File: config.mk
export PLATFORM = sky130hd
export DESIGN_NAME = div3_serial_tx
export DESIGN_NICKNAME = d
export VERILOG_FILES = /design/src/rtl/div3_serial_tx.sv
export SDC_FILE = /design/constraint.sdc
export NUM_CORES = 1
export LEC_CHECK = 0
export CAP_MARGIN = 0
export CORE_MARGIN = 5
export CORE_UTILIZATION = 47
export DETAILED_ROUTE_END_ITERATION = 8
export GPL_ROUTABILITY_DRIVEN = 1
export HOLD_SLACK_MARGIN = 0.05
export PLACE_DENSITY_LB_ADDON = 0.25
export SYNTH_ARGS = -nofsm -noshare
export SYNTH_HDL_FRONTEND = slang
export SYNTH_SLANG_ARGS = --single-unit
File: constraint.sdc
create_clock -name clk -period 2.8 [get_ports clk]
set_input_delay 0.7 -clock clk [delete_from_list [all_inputs] [get_ports clk]]
set_output_delay 0.7 -clock clk [all_outputs]
set_load 0.05 [all_outputs]
File: src/rtl/div3_serial_tx.sv
// div3_serial_tx: parallel-in / serial-out transmitter (MSB first) that tracks
// the running value of the emitted frame prefix modulo 3.
// Optional feature macro: DIV3_TX_PAD_EN appends two pad bits after the LSB.
// The pad makes every frame value a multiple of 3.
module div3_serial_tx #(
    parameter int DATAWIDTH = 8
) (
    input  logic                 clk,
    input  logic                 reset,
    input  logic [DATAWIDTH-1:0] data_i,
    input  logic                 valid_i,
    output logic                 ready_o,
    output logic                 x_o,
    output logic                 x_valid_o,
    output logic                 first_o,
    output logic                 last_o,
    output logic [1:0]           rem_o,
    output logic                 div_o
);

    localparam int CNT_W = (DATAWIDTH > 2) ? $clog2(DATAWIDTH) : 1;
    localparam logic [CNT_W-1:0] CNT_LSB    = CNT_W'(DATAWIDTH - 1);
    localparam logic [CNT_W-1:0] CNT_PRELSB = CNT_W'(DATAWIDTH - 2);

`ifdef DIV3_TX_PAD_EN
    typedef enum logic [1:0] {
        ST_IDLE  = 2'd0,
        ST_SHIFT = 2'd1,
        ST_PAD   = 2'd2
    } state_t;
`else
    typedef enum logic [1:0] {
        ST_IDLE  = 2'd0,
        ST_SHIFT = 2'd1
    } state_t;
`endif

    // Remainder update (2*r + b) mod 3 as an explicit table; never yields 3.
    function automatic logic [1:0] rem_next(input logic [1:0] r, input logic b);
        logic [1:0] n;
        case (r)
            2'd0:    n = b ? 2'd1 : 2'd0;
            2'd1:    n = b ? 2'd0 : 2'd2;
            2'd2:    n = b ? 2'd2 : 2'd1;
            default: n = 2'd0;
        endcase
        return n;
    endfunction

`ifdef DIV3_TX_PAD_EN
    // Two-bit pad that brings the frame value to a multiple of 3: (3 - r) mod 3.
    function automatic logic [1:0] pad_value(input logic [1:0] r);
        logic [1:0] p;
        case (r)
            2'd0:    p = 2'd0;
            2'd1:    p = 2'd2;
            2'd2:    p = 2'd1;
            default: p = 2'd0;
        endcase
        return p;
    endfunction
`endif

    state_t               state_q, state_d;
    logic [DATAWIDTH-1:0] shift_q, shift_d;
    logic [CNT_W-1:0]     cnt_q, cnt_d;
    logic                 x_q, x_d;
    logic                 x_valid_q, x_valid_d;
    logic                 first_q, first_d;
    logic                 last_q, last_d;
    logic [1:0]           rem_q, rem_d;
    logic                 ready_s;
    logic                 accept_s;
`ifdef DIV3_TX_PAD_EN
    logic [1:0]           pad_s;
`endif

    // Ready when idle or while the final frame bit is on the line.
    always_comb begin
        ready_s  = (state_q == ST_IDLE) || last_q;
        accept_s = valid_i && ready_s;
    end

    // Next-state, shift, counter and output-bit computation.
    always_comb begin
        state_d   = state_q;
        shift_d   = shift_q;
        cnt_d     = cnt_q;
        x_d       = x_q;
        x_valid_d = x_valid_q;
        first_d   = first_q;
        last_d    = last_q;
        rem_d     = rem_q;
`ifdef DIV3_TX_PAD_EN
        pad_s     = 2'b00;
`endif
        if (accept_s) begin
            // New frame: MSB goes out next cycle, remainder restarts from it.
            state_d   = ST_SHIFT;
            x_d       = data_i[DATAWIDTH-1];
            shift_d   = {data_i[DATAWIDTH-2:0], 1'b0};
            cnt_d     = {CNT_W{1'b0}};
            x_valid_d = 1'b1;
            first_d   = 1'b1;
            last_d    = 1'b0;
            rem_d     = {1'b0, data_i[DATAWIDTH-1]};
        end else begin
            case (state_q)
                ST_IDLE: begin
                    state_d   = ST_IDLE;
                    x_d       = 1'b0;
                    x_valid_d = 1'b0;
                    first_d   = 1'b0;
                    last_d    = 1'b0;
                end
                ST_SHIFT: begin
`ifdef DIV3_TX_PAD_EN
                    if (cnt_q == CNT_LSB) begin
                        // LSB is on the line; first pad bit follows.
                        pad_s   = pad_value(rem_q);
                        state_d = ST_PAD;
                        x_d     = pad_s[1];
                        shift_d = {pad_s[0], {(DATAWIDTH-1){1'b0}}};
                        rem_d   = rem_next(rem_q, pad_s[1]);
                        first_d = 1'b0;
                        last_d  = 1'b0;
                    end else begin
                        x_d     = shift_q[DATAWIDTH-1];
                        shift_d = {shift_q[DATAWIDTH-2:0], 1'b0};
                        cnt_d   = cnt_q + CNT_W'(1);
                        rem_d   = rem_next(rem_q, shift_q[DATAWIDTH-1]);
                        first_d = 1'b0;
                        last_d  = 1'b0;
                    end
`else
                    if (last_q) begin
                        // Frame done with no follow-on word.
                        state_d   = ST_IDLE;
                        shift_d   = {DATAWIDTH{1'b0}};
                        cnt_d     = {CNT_W{1'b0}};
                        x_d       = 1'b0;
                        x_valid_d = 1'b0;
                        first_d   = 1'b0;
                        last_d    = 1'b0;
                    end else begin
                        x_d     = shift_q[DATAWIDTH-1];
                        shift_d = {shift_q[DATAWIDTH-2:0], 1'b0};
                        cnt_d   = cnt_q + CNT_W'(1);
                        rem_d   = rem_next(rem_q, shift_q[DATAWIDTH-1]);
                        first_d = 1'b0;
                        last_d  = (cnt_q == CNT_PRELSB);
                    end
`endif
                end
`ifdef DIV3_TX_PAD_EN
                ST_PAD: begin
                    if (last_q) begin
                        state_d   = ST_IDLE;
                        shift_d   = {DATAWIDTH{1'b0}};
                        cnt_d     = {CNT_W{1'b0}};
                        x_d       = 1'b0;
                        x_valid_d = 1'b0;
                        first_d   = 1'b0;
                        last_d    = 1'b0;
                    end else begin
                        x_d     = shift_q[DATAWIDTH-1];
                        shift_d = {shift_q[DATAWIDTH-2:0], 1'b0};
                        rem_d   = rem_next(rem_q, shift_q[DATAWIDTH-1]);
                        first_d = 1'b0;
                        last_d  = 1'b1;
                    end
                end
`endif
                default: begin
                    state_d   = ST_IDLE;
                    shift_d   = {DATAWIDTH{1'b0}};
                    cnt_d     = {CNT_W{1'b0}};
                    x_d       = 1'b0;
                    x_valid_d = 1'b0;
                    first_d   = 1'b0;
                    last_d    = 1'b0;
                    rem_d     = 2'd0;
                end
            endcase
        end
    end

    // State and output registers with asynchronous clear.
    always_ff @(posedge clk or posedge reset) begin
        if (reset) begin
            state_q   <= ST_IDLE;
            shift_q   <= {DATAWIDTH{1'b0}};
            cnt_q     <= {CNT_W{1'b0}};
            x_q       <= 1'b0;
            x_valid_q <= 1'b0;
            first_q   <= 1'b0;
            last_q    <= 1'b0;
            rem_q     <= 2'd0;
        end else begin
            state_q   <= state_d;
            shift_q   <= shift_d;
            cnt_q     <= cnt_d;
            x_q       <= x_d;
            x_valid_q <= x_valid_d;
            first_q   <= first_d;
            last_q    <= last_d;
            rem_q     <= rem_d;
        end
    end

    // Output drive; div_o is gated by x_valid so it stays low in IDLE.
    always_comb begin
        ready_o   = ready_s;
        x_o       = x_q;
        x_valid_o = x_valid_q;
        first_o   = first_q;
        last_o    = last_q;
        rem_o     = rem_q;
        div_o     = x_valid_q && (rem_q == 2'd0);
    end

endmodule

# Word level (Yosys, flattened, before mapping)
# Index checks and enable logic that the tools add are counted.
dict set report totals {
  reg_bits 19
  in_bits 11
  out_inout_bits 8
  elab_cells 48
}
dict set report classes {
  add_sub_neg 1
  n_eq_ne 7
  n_mux 26
  n_reduce_logical 6
}
# operator count
set ops {}
lappend ops {{8-bit two-way mux} 2}
lappend ops {{8-bit case mux with 2 select lines} 1}
lappend ops {{2-bit two-way mux} 7}
lappend ops {{1-bit two-way mux} 11}
lappend ops {{3-bit two-way mux} 2}
lappend ops {{3-bit inequality test, second input constant} 2}
lappend ops {{2-bit case mux with 3 select lines} 1}
lappend ops {{3-bit case mux with 2 select lines} 1}
lappend ops {{2-bit by 1-bit equality test with 1-bit output, second input constant} 2}
lappend ops {{2-bit zero test} 2}
lappend ops {{2-bit case mux with 2 select lines} 1}
lappend ops {{3-bit by 1-bit adder with 3-bit output, second input constant} 1}
lappend ops {{3-bit equality test, second input constant} 1}
lappend ops {{2-bit equality test, second input constant} 1}
lappend ops {{1-bit logical AND} 2}
lappend ops {{2-bit inequality test, second input constant} 1}
lappend ops {{2-bit AND reduction} 1}
lappend ops {{1-bit logical OR} 1}

# Logic depth before layout (Yosys ltp)
# Gate-level depths: netlist of run 1.
dict set report depth {
  depth_word 5
  ltp_mapped 5
  mapped_depth_nobuf 4
}

# Least setup slack after synthesis of run 1
# No wires, ideal clock.
dict set report synth_timing {
  path_type {register to output}
  from {register x_valid_q, in the netlist x_valid_o}
  to {output div_o}
  t_arrival_ps 2078
  required_time_ps 2100
  slack_ps 22
  path_stages_with_launch 3
  n_path_buf 1
  path_cell_list {dfrtp_1 > buf_2 > nor3b_1}
}
dict set report synth_between {
  elab_chain_cells 1
}
# item line_no
set synth_rtl {}
lappend synth_rtl {{from (decl)} 68} ;# logic x_valid_q, x_valid_d;
lappend synth_rtl {{from (signal assigned)} 204} ;# x_valid_q <= x_valid_d;
lappend synth_rtl {{1-bit logical AND} 219} ;# div_o = x_valid_q && (rem_q == 2'd0);
lappend synth_rtl {{to (decl)} 18} ;# output logic div_o
# Every way passes these cells.

==> flow_summary.ini, run 1 <==
[status]
status = finished, final reports clean

[worst_setup_path]
r2r_cells = 4
cp.arrival_ns = 1.95
startpoint_type = register
path_class = reg2out
cp.required_ns = 2.10
crit_chain = nor2b_4 -> inv_2 -> clkdlybuf4s50_1
cp_max_fo = 14
worst_setup_path_end_kind = primary output
slowest_stage = clkdlybuf4s50_1
crit_path_max_incr_delay_ns = 0.82

[cells_and_area]
antennaDiodeCount = 0
seqCellArea_sq_um = 400.4
fin_cells = 104
multi_input_area_sq_um = 345.3
drive_above_1_share = 0.09091
area_growth_pct = 25.59
nNetsFinal = 103
final_util = 0.6421
n_fill_cell = 130

[drt]
vias_per_cell = 5.798
wl_met3_um = 56
met1_length_um = 659
ant_nets = 0
wl_per_cell_um = 13.46
post-route-drc-count = 0
routed-wl-met2_um = 670
dr.first_iter.drc_count = 4
vias = 603
top_layer = met4
first_pass_iters = 3
finalWirelength_mm = 1.400

[timing]
maxSlewViolCount = 0
final_hold_viol_count = 0
fmax_mhz = 376.9
fin_crit_sh = 0.9477
setup-tns-final_ns = 0
rsz0062_at_grt = false
finalWorstSetupSlack_ns = 0.1466
worst_slew_pin_slew_ns = 0.5919
final.min_clock_period_ns = 2.653
clock_skew_ns = 0.0005648
slew-limit-headroom = 0.6050
setup_viol = 0

[floorplan]
num_rows = 14
die_h_um = 51.18
dieWidth_um = 51.18
num_io_pins = 19
die-area_sq_um = 2619
start_util = 0.5112
core-area_sq_um = 1559

[logic_synthesis]
synthArstFlopShare = 1.000
synthTopCellsByArea = dfrtp_1 50%, mux2i_1 8.8%, a32oi_1 6.6%, o21ai_0 6.3%, ha_1 3.1%
synth.most_common_cell = dfrtp_1
yosys-top-cells-count = 16 x dfrtp_1, 10 x o21ai_0, 7 x mux2i_1, 6 x a32oi_1, 3 x inv_1
synth-simple-area-share = 0.1162
synthFlopType = dfrtp_1
synth_xor_area_frac = 0.01099
synth_top_family_by_area = compound AO/OA/AOI/OAI gates
avgSynthCellArea_sq_um = 11.39
synth_edf_count = 0
synth-seq-cells = 16
yosysUniqueCellTypes = 28
ys_warn_count = 0
synth_compound_area_frac = 0.1868
yosysTopAreaCellShare = 0.5024
yosys.area.top_type = dfrtp_1
synth.net_count = 83
netlist_area_sq_um = 797.0
syn-instance-count = 70
synth_fa_ha_area_frac = 0.03140
ys_seq_area_frac = 0.5024
synth.area.mux_share = 0.08791

[place]
placed_cells = 101
dpl.hpwl_mm = 1.012
gp_congestion = 0.7052
preCtsSetupSlack_ns = 0.4455
numPortBuffers = 18

[cts]
hold_buffers = 0
clkTransAtPathRegs_ns = 0.09
clock-sinks = 16
tritoncts = done
htree_levels = 1
cts_buffers = 3
post_cts_buffers = 0
clock_latency_ns = 0.27
cts_buffer_depth = 2
cts-root-buf = clkbuf_4

[global_route]
track_usage = 0.1294
grt_overflow_total = 0
grt_max_degree = 17
antenna_found_initial = 0
grt_pass1_vias = 596
grt_pass1_wl_mm = 2.546

[pwr]
power_mw = 1.022
leakage_nw = 0.4604
ir_drop_v = 0.0005030
power_density_nw_per_um2 = 1021

[min_path]
min_path_cells = 2
hp-class = reg2reg

[flow_run]
drv_cap = 0
-- logic make-up (layout without fill, tap and decap cells) --
| family | count (synthesis) | count (layout) |
|---|---|---|
| buf+inv | 9 | 27 |
| xor+xnor | 1 | 1 |
| mux | 7 | 7 |
| compound gates | 22 | 22 |
| fa+ha+maj | 2 | 2 |
| flops | 16 | 16 |
| simple gates | 13 | 13 |
-- path summary, 6_finish.rpt --
kind	from	to	slack (ns)
max	x_valid_o$_DFFE_PP0P_	ready_o	0.15
max in group asynchronous	reset	cnt_q[1]$_DFFE_PP0P_	1.64
min reg2reg	shift_q[1]$_DFFE_PP0P_	shift_q[2]$_DFFE_PP0P_	0.50
max reg2reg	x_valid_o$_DFFE_PP0P_	rem_o[1]$_DFFE_PP0P_	1.37
min	shift_q[1]$_DFFE_PP0P_	shift_q[2]$_DFFE_PP0P_	0.50
min in group asynchronous	reset	shift_q[5]$_DFFE_PP0P_	0.78
-- through the flow --
| stage | hold slack [ns] | area, sq um |
|---|---|---|
| 2_1_floorplan | 0.4600 | 797.0 |
| 3_3_place_gp | 0.4846 | 975.9 |
| 3_5_place_dp | 0.4888 | 975.9 |
| 4_1_cts | 0.5092 | 998.5 |
| 5_1_grt | 0.5389 | 1001 |
| 6_report | 0.4993 | 1001 |
-- repair_timing --
item | 4_1_cts | 5_1_grt
endpoints found under the hold margin | 0 | 0
endpoints found under the setup margin | 0 | 1
gates resized for setup | 0 | 1
-- sequential cells by signal (all words and copies together) (netlist names) --
register and flops:
cnt_q 3, first_o 1, last_o 1, rem_o 2, shift_q 7, x_o 1, x_valid_o 1
-- routing by layer --
layer,vias up,GRT usage
met4,0,0.06726
met5,-,0
met1,291,0.1531
li1,299,-
met2,11,0.2146
met3,2,0.03488
-- worst max-delay path: cells and delay by family (launching register included) --
family                 cells  cell delay (ns)
DFF                        1             0.53
and+or+nand+nor            1             0.20
buffers and inverters      2             0.95
-- power by group --
group,leakage (nW),internal [mW],switching [mW]
combinational,0.240,0.212,0.302
sequential,0.207,0.315,0.0787
clock,0.0138,0.0497,0.0648
-- layout by cell type (no fill, tap or decap) --
cell	Yosys	routed
nand4bb_1	1	1
and2_1	1	1
inv_1	3	3
o21ai_0	10	10
a21o_1	1	1
buf_4	2	2
clkdlybuf4s50_1	0	17
xnor2_1	1	1
a31oi_1	1	1
or3_1	1	1
clkbuf_4	0	3
dfrtp_1	16	16
dlymetal6s2s_1	0	1
o32ai_1	1	1
nor3b_1	1	1
nor3b_2	1	1
inv_2	1	1
mux2i_1	7	7
a32o_1	1	1
o21a_1	1	1
ha_1	2	2
nand3_1	1	1
o22ai_1	1	1
nor2b_4	1	1
a32oi_1	6	6
and3_1	1	1
nand2_1	2	2
nand2b_1	2	2
nor2_1	1	1
-- layout make-up --
cell class              instances  share of cell area
clock buffers                   3             0.02250
inverters                       4             0.01500
multi-input cells              45              0.3450
flip-flops and latches         16              0.4000
well taps                      16             0.02000
repair buffers                 20              0.1975
(Power assumes the default switching activity.)
==> inputs of run 2 (changes only) <==
- CTS_CLUSTER_SIZE: unset -> 25
==> results of run 2 <==
Final layout, timing and power as in run 1 (identical DEF).
==> inputs of run 3 (changes only) <==
- clock period: 2.8 -> 3.2 ns (I/O delays scaled with it)
==> flow_summary.ini, run 3 (synthesis gave the netlist of run 1 again) <==
[place]
gp_congestion = 0.7412
dpl.hpwl_um = 989.1
numPortBuffers = 18

[global_route]
antenna_found_initial = 0
grt_pass1_wl_mm = 2.408
track_usage = 0.1253
grt_use_met2 = 0.1781
gr-max-usage-layer = met2
grt_overflow_total = 0
grt_use_met3 = 0.03779
grt_pass1_vias = 555
grt_max_degree = 23
met1_usage = 0.1627

[cells_and_area]
top_register = shift_q
antennaDiodeCount = 0
drive_above_1_share = 0.08046
n_fill_cell = 127
final_util = 0.6396
final_cell_mix = 18 x clkdlybuf4s50_1, 16 x dfrtp_1, 10 x o21ai_0
largest_reg_flops = 7
final_common_cell = clkdlybuf4s50_1
nNetsFinal = 101
area_growth_pct = 25.12

[status]
status = finished, final reports clean

[drt]
finalWirelength_mm = 1.409
vias = 582
first_pass_iters = 4
vias_per_cell = 5.650
ant_nets = 0
wl_per_cell_um = 13.68
dr.first_iter.drc_count = 3
post-route-drc-count = 0

[timing]
setup_viol = 0
slew-limit-headroom = 0.4606
setup-tns-final_ns = 0
fmax_mhz = 344.0
clock_skew_ns = 0.002040
final.min_clock_period_ns = 2.907
fin_crit_sh = 0.9084
maxSlewViolCount = 0
worst_slew_pin_slew_ns = 0.8066
rsz0062_at_grt = false
final_hold_viol_count = 0

[cts]
cts-root-buf = clkbuf_4
cts_buffers = 3
clkTransAtPathRegs_ns = 0.09
tritoncts = done
cts_buffer_depth = 2
post_cts_buffers = 0
clock_latency_ns = 0.28
clock-sinks = 16
hold_buffers = 0
cts-resized-gates = 0
htree_levels = 1

[worst_setup_path]
worst_setup_path_end_kind = primary output
path_class = reg2out
startpoint_type = register
cp.required_ns = 2.40
r2r_setup_slack_ns = 1.73
cp_max_fo = 14
cp.arrival_ns = 2.11

[floorplan]
die-area_sq_um = 2619
num_rows = 14
core-area_sq_um = 1559
dieWidth_um = 51.18
die_h_um = 51.18
num_io_pins = 19
start_util = 0.5112

[pwr]
leakage_nw = 0.4502
power_density_nw_per_um2 = 920.7
ir_drop_v = 0.0004423

[min_path]
hp-class = reg2reg

[flow_run]
drv_cap = 0
==> run 3: changes by cell type in the layout (fill, tap and decap cells not counted), sizes merged <==
cell           delta
buf               -2
clkbuf            +1
clkdlybuf4s50     +1
dlymetal6s2s      -1
==> run 3: layout make-up <==
type	count	area (sq um)	area share
multi-input cells	45	345.3	0.3463
clock buffers	4	36.28	0.03639
repair buffers	18	180.2	0.1807
well taps	16	20.02	0.02008
inverters	4	15.01	0.01506
flip-flops and latches	16	400.4	0.4015
==> run 3: critical path, stage by stage, from the launching register on <==
cell	delay, ns
dfrtp_1	0.59
nor2b_4	0.38
inv_2	0.13
clkdlybuf4s50_1	0.72
==> run 3: worst paths after layout <==
path / startpoint / end / cells after the start
max: x_valid_o$_DFFE_PP0P_ / ready_o / 3
min reg2reg: cnt_q[0]$_DFFE_PP0P_ / cnt_q[0]$_DFFE_PP0P_ / 1
max in group asynchronous: reset / last_o$_DFF_PP0_ / 2
min in group asynchronous: reset / cnt_q[2]$_DFFE_PP0P_ / 2
max reg2reg: x_valid_o$_DFFE_PP0P_ / cnt_q[2]$_DFFE_PP0P_ / 4
min: cnt_q[0]$_DFFE_PP0P_ / cnt_q[0]$_DFFE_PP0P_ / 1
==> run 3: stage by stage <==
step | instance area, sq um | setup slack, ns | total power, mW | instances | hold WS [ns]
6_report | 997.2 | 0.2932 | 0.9182 | 103 | 0.5059
5_1_grt | 997.2 | 0.1579 | 0.9913 | 103 | 0.5549
4_1_cts | 997.2 | 0.2820 | 0.9264 | 103 | 0.5101
3_5_place_dp | 960.9 | 0.6101 | 0.7926 | 99 | 0.4893
3_3_place_gp | 960.9 | 0.6417 | 0.7878 | 99 | 0.4850
2_1_floorplan | 797.0 | 0.3221 | 0.6716 | 70 | 0.4600
==> run 3: report_power, final <==
group	leakage (nW)	switching, mW	internal [mW]	total, mW
clock	0.0210	0.0628	0.0691	0.132
combinational	0.222	0.261	0.179	0.440
sequential	0.207	0.0709	0.275	0.346
total	0.450	0.395	0.523	0.918
==> run 3: layer usage <==
metal	up-vias	wire, um
met3	4	71
met4	0	28
met2	15	638
met1	271	670
met5	-	0
li1	292	-
